--- config.mk ---
export PLATFORM = sky130hd
export DESIGN_NAME = etnsoc_csr_xbar
export DESIGN_NICKNAME = d
export VERILOG_FILES = /design/src/rtl/etnsoc_csr_xbar.sv
export SDC_FILE = /design/constraint.sdc
export NUM_CORES = 1
export LEC_CHECK = 0
export ABC_AREA = 1
export CAP_MARGIN = 25
export CELL_PAD_IN_SITES_DETAIL_PLACEMENT = 0
export CELL_PAD_IN_SITES_GLOBAL_PLACEMENT = 1
export CORE_ASPECT_RATIO = 2
export CORE_MARGIN = 2
export CORE_UTILIZATION = 21
export CTS_CLUSTER_SIZE = 14
export DETAILED_ROUTE_END_ITERATION = 6
export HOLD_SLACK_MARGIN = 0.03
export PLACE_DENSITY_LB_ADDON = 0.1
export REMOVE_ABC_BUFFERS = 1
export SKIP_CTS_REPAIR_TIMING = 1
export SLEW_MARGIN = 20
export SYNTH_ARGS = -nofsm -noshare
export SYNTH_HDL_FRONTEND = slang
export SYNTH_SLANG_ARGS = --single-unit
--- constraint.sdc ---
create_clock -name clk -period 1.75 [get_ports clk]
set_clock_uncertainty 0.2 [all_clocks]
set_input_delay 0.4375 -clock clk [delete_from_list [all_inputs] [get_ports clk]]
set_output_delay 0.4375 -clock clk [all_outputs]
set_load 0.02 [all_outputs]
--- src/rtl/etnsoc_csr_xbar.sv ---
// etnsoc_csr_xbar: one Avalon-MM CSR master fanned out to N_CH CSR windows.
// The upper address bits select the window and one transaction is in flight at a time.
// Every access completes: unmapped windows, and (optionally) stalled slaves,
// return DEAD_VALUE instead of hanging the SoC bus.
// Optional feature: define ETNSOC_CSR_TIMEOUT_EN to abort slave accesses after TIMEOUT_CYC cycles.
module etnsoc_csr_xbar #(
    parameter int                DATA_W      = 32,
    parameter int                ADDR_W      = 13,
    parameter int                SUB_AW      = 10,
    parameter int                N_CH        = 4,
    parameter logic [DATA_W-1:0] DEAD_VALUE  = DATA_W'(32'hDEAD_BEEF),
    parameter int                TIMEOUT_CYC = 1024
) (
    input  logic                     clk,
    input  logic                     rst,
    input  logic [ADDR_W-1:0]        m_address,
    input  logic                     m_read,
    input  logic                     m_write,
    input  logic [DATA_W-1:0]        m_writedata,
    input  logic [DATA_W/8-1:0]      m_byteenable,
    input  logic                     m_burstcount,
    input  logic                     m_debugaccess,
    output logic                     m_waitrequest,
    output logic [DATA_W-1:0]        m_readdata,
    output logic                     m_readdatavalid,
    output logic [N_CH*SUB_AW-1:0]   s_address,
    output logic [N_CH-1:0]          s_read,
    output logic [N_CH-1:0]          s_write,
    output logic [DATA_W-1:0]        s_writedata,
    output logic [DATA_W/8-1:0]      s_byteenable,
    input  logic [N_CH-1:0]          s_waitrequest,
    input  logic [N_CH*DATA_W-1:0]   s_readdata,
    input  logic [N_CH-1:0]          s_readdatavalid,
    output logic                     err_unmapped,
    output logic                     err_timeout
);

    localparam int BE_W = DATA_W / 8;
    localparam int CH_W = ADDR_W - SUB_AW;

    typedef enum logic [2:0] {
        S_IDLE,
        S_FWD,
        S_RWAIT,
        S_ACK,
        S_RESP
    } state_t;

    state_t              r_state;
    state_t              w_nextState;
    logic                r_waitreq;

    logic [SUB_AW-1:0]   r_addr;
    logic [DATA_W-1:0]   r_wdata;
    logic [BE_W-1:0]     r_be;
    logic                r_isRead;
    logic [CH_W-1:0]     r_ch;
    logic [DATA_W-1:0]   r_rdata;
    logic                r_unmapped;

    logic                w_req;
    logic [CH_W-1:0]     w_reqIdx;
    logic                w_reqMapped;
    logic [N_CH-1:0]     w_chSel;
    logic                w_selWait;
    logic                w_selRdv;
    logic [DATA_W-1:0]   w_selRdata;
    logic                w_tmoFire;

    // The burst and debug qualifiers carry no meaning for single-beat CSR access.
    logic                w_unused;
    assign w_unused = &{1'b0, m_burstcount, m_debugaccess};

    assign w_req       = m_read | m_write;
    assign w_reqIdx    = m_address[ADDR_W-1:SUB_AW];
    assign w_reqMapped = (int'(w_reqIdx) < N_CH);

    // One-hot decode of the latched channel and selection of its response signals.
    always_comb begin
        w_chSel    = '0;
        w_selRdata = '0;
        for (int i = 0; i < N_CH; i++) begin
            w_chSel[i] = (int'(r_ch) == i);
            if (int'(r_ch) == i) begin
                w_selRdata = s_readdata[i*DATA_W +: DATA_W];
            end
        end
    end

    assign w_selWait = |(s_waitrequest & w_chSel);
    assign w_selRdv  = |(s_readdatavalid & w_chSel);

`ifdef ETNSOC_CSR_TIMEOUT_EN
    localparam int TMO_W = $clog2(TIMEOUT_CYC + 1);

    logic [TMO_W-1:0]    r_tmoCnt;
    logic                r_timedOut;

    // The counter reaches TIMEOUT_CYC on the edge that leaves FWD/RWAIT, so the slave
    // gets exactly TIMEOUT_CYC cycles; a response in that last cycle still wins.
    assign w_tmoFire = (r_tmoCnt == TMO_W'(TIMEOUT_CYC - 1)) &&
                       (((r_state == S_FWD) && w_selWait) ||
                        ((r_state == S_RWAIT) && !w_selRdv));

    // Stall counter restarts on every forwarded access and remembers whether it expired.
    always_ff @(posedge clk) begin
        if (rst) begin
            r_tmoCnt   <= '0;
            r_timedOut <= 1'b0;
        end else begin
            if (r_state == S_IDLE) begin
                r_tmoCnt   <= '0;
                r_timedOut <= 1'b0;
            end else if ((r_state == S_FWD) || (r_state == S_RWAIT)) begin
                r_tmoCnt <= r_tmoCnt + 1'b1;
                if (w_tmoFire) begin
                    r_timedOut <= 1'b1;
                end
            end
        end
    end

    assign err_timeout = (r_state == S_ACK) && r_timedOut;
`else
    localparam int UNUSED_TMO = TIMEOUT_CYC;

    assign w_tmoFire   = 1'b0;
    assign err_timeout = 1'b0;
`endif

    // State register; the master stall is registered and released only for the ACK cycle.
    always_ff @(posedge clk) begin
        if (rst) begin
            r_state   <= S_IDLE;
            r_waitreq <= 1'b1;
        end else begin
            r_state   <= w_nextState;
            r_waitreq <= (w_nextState != S_ACK);
        end
    end

    // Next-state decode: a slave response always takes priority over a timeout.
    always_comb begin
        w_nextState = r_state;
        case (r_state)
            S_IDLE: begin
                if (w_req) begin
                    w_nextState = w_reqMapped ? S_FWD : S_ACK;
                end
            end
            S_FWD: begin
                if (!w_selWait) begin
                    w_nextState = r_isRead ? S_RWAIT : S_ACK;
                end else if (w_tmoFire) begin
                    w_nextState = S_ACK;
                end
            end
            S_RWAIT: begin
                if (w_selRdv || w_tmoFire) begin
                    w_nextState = S_ACK;
                end
            end
            S_ACK: begin
                w_nextState = r_isRead ? S_RESP : S_IDLE;
            end
            S_RESP: begin
                w_nextState = S_IDLE;
            end
            default: begin
                w_nextState = S_IDLE;
            end
        endcase
    end

    // Command latch and read-data capture; read data is preloaded with DEAD_VALUE so any
    // access that never gets a slave response answers with it.
    always_ff @(posedge clk) begin
        if (rst) begin
            r_addr     <= '0;
            r_wdata    <= '0;
            r_be       <= '0;
            r_isRead   <= 1'b0;
            r_ch       <= '0;
            r_rdata    <= '0;
            r_unmapped <= 1'b0;
        end else begin
            if ((r_state == S_IDLE) && w_req) begin
                r_addr     <= m_address[SUB_AW-1:0];
                r_wdata    <= m_writedata;
                r_be       <= m_byteenable;
                r_isRead   <= m_read;
                r_ch       <= w_reqIdx;
                r_rdata    <= DEAD_VALUE;
                r_unmapped <= !w_reqMapped;
            end else if ((r_state == S_RWAIT) && w_selRdv) begin
                r_rdata <= w_selRdata;
            end
        end
    end

    // Slave strobes and master response are pure decodes of the registered state.
    always_comb begin
        s_read          = '0;
        s_write         = '0;
        s_address       = '0;
        if (r_state == S_FWD) begin
            s_read  = r_isRead ? w_chSel : '0;
            s_write = r_isRead ? '0 : w_chSel;
            for (int i = 0; i < N_CH; i++) begin
                if (w_chSel[i]) begin
                    s_address[i*SUB_AW +: SUB_AW] = r_addr;
                end
            end
        end
        m_readdatavalid = (r_state == S_RESP);
        m_readdata      = (r_state == S_RESP) ? r_rdata : '0;
        err_unmapped    = (r_state == S_ACK) && r_unmapped;
    end

    assign m_waitrequest = r_waitreq;
    assign s_writedata   = r_wdata;
    assign s_byteenable  = r_be;

endmodule

Word level (Yosys, flattened, before mapping):

Index checks and enable logic that the tools add are counted.

* add/sub/neg operators: 0
* $mul: 0
* div/mod/pow operators: 0
* order comparisons: 1
* equality and inequality tests: 8
* shifts and indexed selects: 0
* muxes and demuxes: 23
* bitwise logic cells: 3
* reductions and logical operators: 10

Operator list (number)
* two-way mux 32 bit: 7
* two-way mux 10 bit: 4
* two-way mux 40 bit: 1
* two-way mux 4 bit: 4
* two-way mux 3 bit: 4
* one-hot mux 3 bit (4 select lines): 1
* == test 3 x 2 -> 1 bit (second input constant): 3
* == test 3 bit (second input constant): 3
* bitwise AND 4 bit: 2
* OR reduction 4 bit: 2
* logical NOT 3 bit: 2
* == test 3 x 1 -> 1 bit (second input constant): 1
* logical AND 1 bit: 3
* less-than comparator 3 bit (second input constant): 1
* inequality test 3 x 2 -> 1 bit (second input constant): 1
* two-way mux 2 bit: 1
* nonzero test 2 bit: 1
* OR reduction 2 bit: 1
* logical NOT 1 bit: 1
* two-way mux 1 bit: 1
* OR 1 bit: 1

* bits in registers: 87
* bits in latches: 0
* memory bits (writable): 0
* memory bits (read-only): 0
* bits of input ports: 191
* output and inout bits: 120
* logic and storage cells: 55
* memories kept: 0

Depth between registers and ports, before layout:

Gate-level depths: netlist of run 1.

* word-level depth: 7
* mapped depth: 12
* mapped depth without buffers: 10

Worst setup path before layout of run 1:

Ideal clock, no wire load.

* path type: flip-flop to output port
* start: reg r_ch[0]
* end: out s_address[10]
* data arrival time: 1.446 ns
* data required time: 1.112 ns
* path slack: -0.334 ns
* cell stages (with the launch flop): 8
* buffers on the path: 3
* cells stage by stage: dfxtp_1 -> buf_4 -> inv_1 -> nor3_1 -> buf_2 -> inv_1 -> clkbuf_1 -> nor2_1

* word-level cells in the longest chain between the ends: 3

Ends and longest elaborated chain
* start, declared: RTL line 57 `logic [CH_W-1:0] r_ch;`
* start signal, assigned: RTL line 192 `r_ch <= w_reqIdx;`
* == test 3 x 2 -> 1 bit: RTL line 83 `w_chSel[i] = (int'(r_ch) == i);`
* two-way mux 10 bit: RTL line 210 `if (w_chSel[i]) begin`
* two-way mux 40 bit: RTL line 206 `if (r_state == S_FWD) begin`
* end, declared: RTL line 26 `output logic [N_CH*SUB_AW-1:0] s_address,`

Every way passes these cells.

Final worst setup path of run 1:

* start: reg r_state[0]
* end: out s_address[16]

* word-level cells in the longest chain between the ends: 2

Ends and longest elaborated chain
* start, declared: RTL line 49 `state_t r_state;`
* start signal, assigned: RTL line 137 `r_state <= w_nextState;`
* == test 3 x 1 -> 1 bit: RTL line 206
* two-way mux 40 bit: RTL line 206

Every way passes these cells.

==> results.sh, run 1 <==
export IMPL_hpwl_mm=17.6
export IMPL_cap_violations=0
export IMPL_die_h_um=222
export IMPL_antenna_found_initial=0
export IMPL_clock_power_share=0.189
export IMPL_drv_slew=0
export IMPL_die_w_um=113
export IMPL_ant_nets=0
export IMPL_setup_viol=180
export IMPL_critPathMostFrequentCell="buf_6"
export IMPL_reg2reg_depth=15
export IMPL_drive_gt1_frac=0.289
export IMPL_cts_made_buffers=9
export IMPL_yosys_area_top_type="dfxtp_1"
export IMPL_num_antenna_cells=0
export IMPL_placed_cells_incl_taps=1427
export IMPL_clock_latency_ns=0.36
export IMPL_r2r_slack_ns=-0.28
export IMPL_final_hold_violation_count=0
export IMPL_htreeDepth=3
export IMPL_ys_warn_count=0
export IMPL_synthXorXnorAreaFrac=0
export IMPL_power_density_nw_per_um2=1110
export IMPL_netlist_area_um2=4970
export IMPL_synth_edf_count=0
export IMPL_fin_area_um2=10200
export IMPL_drt_wl_total_mm=25.8
export IMPL_synth_compound_area_frac=0.0652
export IMPL_rsz0062_at_grt="yes"
export IMPL_max_freq_ghz=0.455
export IMPL_hold_depth=2
export IMPL_dieArea_um2=25000
export IMPL_p_total_uw=11300
export IMPL_io_pins=311
export IMPL_cts_sinks=86
export IMPL_status="complete, but fails checks"
export IMPL_drc=0
export IMPL_place_area_um2=8500
export IMPL_seq_power_share=0.238
export IMPL_min_path_type="flip-flop to flip-flop"
export IMPL_synth_top_family_by_area="simple AND/OR/NAND/NOR gates"
export IMPL_gr_total_overflow=0
export IMPL_stdcell_count=1471
export IMPL_peakVddDrop_v=0.000657
export IMPL_crit_type="flip-flop to output pin"
export IMPL_clockBufferDepth=2
export IMPL_p_leak_uw=0.00493
export IMPL_avgViaCountPerCell=4.46
export IMPL_io_buffer_count=307
export IMPL_netSwitchingFraction=0.425
export IMPL_muxShareOfSynthArea=0
export IMPL_min_period_ns=2.20
export IMPL_first_pass_iters=4
export IMPL_worst_slack_ns=-0.448
export IMPL_syn_area_per_cell_um2=5.82
export IMPL_p_switching_uw=4800
export IMPL_start_kind="flip-flop"
export IMPL_rows=79
export IMPL_required_ns=1.11
export IMPL_clk_transition_reported_paths_ns=0.07
export IMPL_worstPathArrival_ns=1.56
export IMPL_finalNetCount=1374
export IMPL_grt_start_max_net_pins=50
export IMPL_synth_top_area_share=0.346
export IMPL_syn_to_final_growth_pct=105
export IMPL_ys_seq_elements=86
export IMPL_grt_first_pass_wirelength_mm=35.3
export IMPL_tightest_slew_ns=0.596
export IMPL_final_util=0.439
export IMPL_wire_per_inst_um=17.5
export IMPL_crit_slowest_cell="dfxtp_2"
export IMPL_grt_pass1_vias=6298
export IMPL_route_vias_total=6557
export IMPL_synth_area_top_cells="dfxtp_1 35%, nand2_1 22%, nor2_1 12%"
export IMPL_grt_util_all_layers=0.182
export IMPL_cts_tree="yes"
export IMPL_reg2reg_from="r_ch[0]$_SDFFE_PP0P_"
export IMPL_intPower_uw=6510
export IMPL_root_buffer="clkbuf_16"
export IMPL_crit_path_max_incr_delay_ns=0.33
export IMPL_drtIter0Drc=262
export IMPL_yosysMostFrequentCell="nand2_1"
export IMPL_path_cells="inv_2, nor3_4, buf_6, buf_8, nand2_4, nor2_2, buf_6"
export IMPL_finalCritPeriodShare=1.26
export IMPL_violations="setup timing"
export IMPL_ys_top_cells_by_count="289 x nand2_1, 162 x nor2_1, 86 x dfxtp_1"
export IMPL_path_max_fanout=5
export IMPL_synth_simple_area_share=0.469
export IMPL_synthAdderAreaFrac=0
export IMPL_nFillCells=2458
export IMPL_hp_start="s_writedata[27]$_SDFFE_PP0P_"
export IMPL_start_util=0.214
export IMPL_core_area_um2=23200
export IMPL_p_comb_frac=0.573
export IMPL_ys_seq_area_frac=0.346
export IMPL_slew_headroom=0.602
export IMPL_place_gp_congestion=0.767
export IMPL_rr_endpoint="r_rdata[0]$_SDFFE_PP0P_"
export IMPL_worstHoldEndpoint="s_writedata[27]$_SDFFE_PP0P_"
export IMPL_yosys_cell_types_count=20
export IMPL_cp_end_kind="output pin"
export IMPL_async_flop_share=0
export IMPL_synth_top_flop_cell="dfxtp_1"
export IMPL_critPathLaunch="r_state[0]$_SDFF_PP0_"
export IMPL_synth_cells=854
[cell type report]
cell class	instances	area (um^2)	area share
Clock inverter	7	97.6	0.00956
Tap cell	283	354	0.0347
Clock buffer	9	225	0.0221
Timing Repair Buffer	382	4100	0.402
Inverter	72	288	0.0282
Sequential cell	86	1730	0.170
Multi-Input combinational cell	632	3410	0.334
[routing by layer]
| metal | global-route usage | up-vias | share of wire |
|---|---|---|---|
| met5 | 0 | - | 0 |
| met4 | 0.0551 | 0 | 0.019 |
| met3 | 0.0547 | 21 | 0.063 |
| met2 | 0.349 | 218 | 0.57 |
| met1 | 0.184 | 3002 | 0.35 |
| li1 | - | 3316 | - |
[critical path: cells and delay by family, from the launching register on]
family        cells  cell delay [ns]
buf+inv           4             0.48
flops             1             0.33
simple gates      3             0.40
[cell families (layout without fill, tap and decap cells)]
| kind of cell | after synthesis | count (layout) |
|---|---|---|
| simple gates | 567 | 567 |
| buf+inv | 136 | 470 |
| flops | 86 | 86 |
| other cells | 1 | 1 |
| compound gates | 64 | 64 |
[power groups by stage]
stage / Combinational (uW) / Sequential [uW] / Clock [uW]
after floorplan: 2250 / 2910 / 0
after global placement: 4840 / 2670 / 0
after detailed placement: 4840 / 2680 / 0
after CTS: 4860 / 2640 / 2240
after global routing: 7090 / 2750 / 2290
final: 6480 / 2690 / 2140
[per-stage QoR]
step                      hold WS [ns]  setup TNS [ns]  setup WS (ns)
after global routing             0.282          -60.56         -0.524
after detailed placement         0.253          -81.43         -0.655
after global placement           0.251          -79.70         -0.618
after floorplan                  0.227         -181.88          -1.98
after CTS                        0.263         -106.13          -1.05
final                            0.262          -45.67         -0.448
[registers in the layout, indices dropped and copies added, names as in the netlist]
name           flops
r_rdata           32
s_writedata       32
r_state            3
r_isRead           1
s_byteenable       4
r_addr            10
m_waitrequest      1
r_ch               3
[cells in the final DEF, fill, tap and decap left out, drive strengths merged]
cell type	instances
clkbuf	20
or2	1
nand3	75
o21ai	5
nand2	289
dlymetal6s2s	21
bufinv	2
a21oi	59
conb	1
nor2	165
dfxtp	86
clkinv	2
clkdlybuf4s50	203
buf	147
nor3	3
clkinvlp	2
inv	73
nand4	34
[how the worst max path moves through the flow]
stage | endpoint | cells past startpoint
CTS | s_address[20] | 6
finish | s_address[16] | 7
floorplan | r_rdata[30]$_SDFFE_PP0P_ | 5
global placement | s_address[20] | 6
global route | s_address[16] | 7
detailed placement | s_address[20] | 6
Note: power is estimated with default switching activity, not from simulation.
==> run 2: changes to the inputs <==
Settings changed: CORE_ASPECT_RATIO 2 to 1.2, GPL_ROUTABILITY_DRIVEN from default to 1.
==> run 2 against run 1 <==
  * The flow still finishes with violations (setup timing)
  * Clock power is 11% lower
  * Count of clock-buffer cells in the layout stayed put
  * Total power is 3.5% higher
  * Wire length is 0.18% lower
  * Register-to-register slack worse by 0.07 ns
  * Fmax is 0.90% higher
  * Largest power group unchanged
==> results.sh, run 2 (synthesis gave the netlist of run 1 again) <==
export IMPL_power_density_nw_per_um2=1080
export IMPL_violations="setup timing"
export IMPL_drtIter0Drc=186
export IMPL_drive_gt1_frac=0.318
export IMPL_peakVddDrop_v=0.000533
export IMPL_cts_tree="yes"
export IMPL_path_cells="buf_6, nand2_4, nor2_4, clkinv_4, nor2_1, buf_4"
export IMPL_rr_endpoint="r_rdata[31]$_SDFFE_PP0P_"
export IMPL_grt_pass1_vias=6235
export IMPL_start_kind="flip-flop"
export IMPL_tightest_slew_ns=0.556
export IMPL_cts_sinks=86
export IMPL_grt_first_pass_wirelength_mm=33.1
export IMPL_avgViaCountPerCell=4.40
export IMPL_min_path_type="flip-flop to flip-flop"
export IMPL_antenna_found_initial=1
export IMPL_route_vias_total=6712
export IMPL_htreeDepth=3
export IMPL_cap_violations=0
export IMPL_slew_headroom=0.629
export IMPL_gr_total_overflow=0
export IMPL_path_max_fanout=7
export IMPL_hold_depth=2
export IMPL_crit_slowest_cell="dfxtp_4"
export IMPL_io_pins=311
export IMPL_rows=61
export IMPL_crit_type="flip-flop to output pin"
export IMPL_drv_slew=0
export IMPL_hp_start="s_writedata[16]$_SDFFE_PP0P_"
export IMPL_final_util=0.468
export IMPL_required_ns=1.11
export IMPL_wire_per_inst_um=16.9
export IMPL_max_freq_ghz=0.459
export IMPL_start_util=0.214
export IMPL_cp_end_kind="output pin"
export IMPL_final_common_cell="nand2_1"
export IMPL_drt_wl_total_mm=25.8
export IMPL_clk_transition_reported_paths_ns=0.06
export IMPL_worstPathArrival_ns=1.54
export IMPL_die_w_um=144
export IMPL_setup_viol=132
export IMPL_min_period_ns=2.18
export IMPL_drc=0
export IMPL_reg2reg_from="r_ch[1]$_SDFFE_PP0P_"
export IMPL_first_pass_iters=4
export IMPL_clockBufferDepth=2
export IMPL_core_area_um2=23200
export IMPL_die_h_um=173
export IMPL_reg2reg_depth=13
export IMPL_status="complete, but fails checks"
export IMPL_rsz0062_at_grt="yes"
export IMPL_final_hold_violation_count=0
export IMPL_worst_slack_ns=-0.429
export IMPL_hold_ws_ns=0.259
export IMPL_final_cell_mix="242 x nand2_1, 187 x clkdlybuf4s50_1, 81 x dfxtp_1, 72 x buf_4, 70 x nand3_1"
export IMPL_root_buffer="clkbuf_16"
export IMPL_finalCritPeriodShare=1.25
export IMPL_dieArea_um2=24900
export IMPL_r2r_slack_ns=-0.35
export IMPL_finalNetCount=1395
export IMPL_p_leak_uw=0.00514
export IMPL_syn_to_final_growth_pct=119
export IMPL_worstHoldEndpoint="s_writedata[16]$_SDFFE_PP0P_"
export IMPL_hpwl_mm=16.3
export IMPL_io_buffer_count=307
export IMPL_ant_nets=0
export IMPL_clock_latency_ns=0.35
export IMPL_timing_setup_tns_ns=-38.66
export IMPL_grt_util_all_layers=0.169
export IMPL_cts_made_buffers=9
export IMPL_place_gp_congestion=0.738
export IMPL_crit_path_max_incr_delay_ns=0.39
export IMPL_critPathLaunch="r_ch[1]$_SDFFE_PP0P_"
export IMPL_grt_start_max_net_pins=50
## run 2: cell types whose count changed in the layout (fill, tap and decap cells not counted), moves of 18 or more
cell     previous run  this run
nand3_2            22         4
nand3_1            49        70
buf_12             12        30
nor2_1             93        65
nor2_4             21        52
## run 2: power by group
group	internal (uW)	leakage (uW)	switching, uW
logic	3390	0.00429	3750
registers	2410	0.000712	257
clock network	998	0.000137	898
## run 2: critical path, delay by kind of cell, from the launching register on
family                 cells  cell delay [ns]
flip-flops                 1             0.39
AND/OR/NAND/NOR            3             0.37
buffers and inverters      3             0.43
## run 2: through the flow
step,cells,total power (uW),setup slack [ns],cell area (um^2)
after detailed placement,1468,7840,-0.762,8750
after floorplan,790,5150,-1.98,4650
after global routing,1525,12500,-0.509,10900
final,1525,11700,-0.429,10900
after global placement,1468,7860,-0.704,8750
after CTS,1484,9800,-1.14,9040
## run 2: area by class of cell
| class | count | area (um^2) |
|---|---|---|
| Clock inverter | 7 | 63.8 |
| Timing Repair Buffer | 401 | 4580 |
| Antenna cell | 1 | 2.50 |
| Tap cell | 315 | 394 |
| Sequential cell | 86 | 1730 |
| Inverter | 72 | 307 |
| Clock buffer | 9 | 225 |
| Timing Repair inverter | 2 | 16.3 |
| Multi-Input combinational cell | 632 | 3540 |
| Fill cell | 2416 | 12300 |
## run 2: worst max-delay path by stage
stage | endpoint | slack (ns) | cells past startpoint
final | s_read[3] | -0.43 | 6
after global routing | s_read[3] | -0.51 | 6
after CTS | s_address[13] | -1.14 | 6
after detailed placement | s_address[13] | -0.76 | 6
after global placement | s_read[3] | -0.70 | 6
after floorplan | r_rdata[30]$_SDFFE_PP0P_ | -1.98 | 5
## run 2: metal layers
metal | wire (um) | track usage | vias to the layer above
li1 | - | - | 3362
met1 | 10700 | 0.201 | 3077
met2 | 12600 | 0.291 | 246
met3 | 2030 | 0.0573 | 27
met4 | 463 | 0.0360 | 0
met5 | 0 | 0 | -
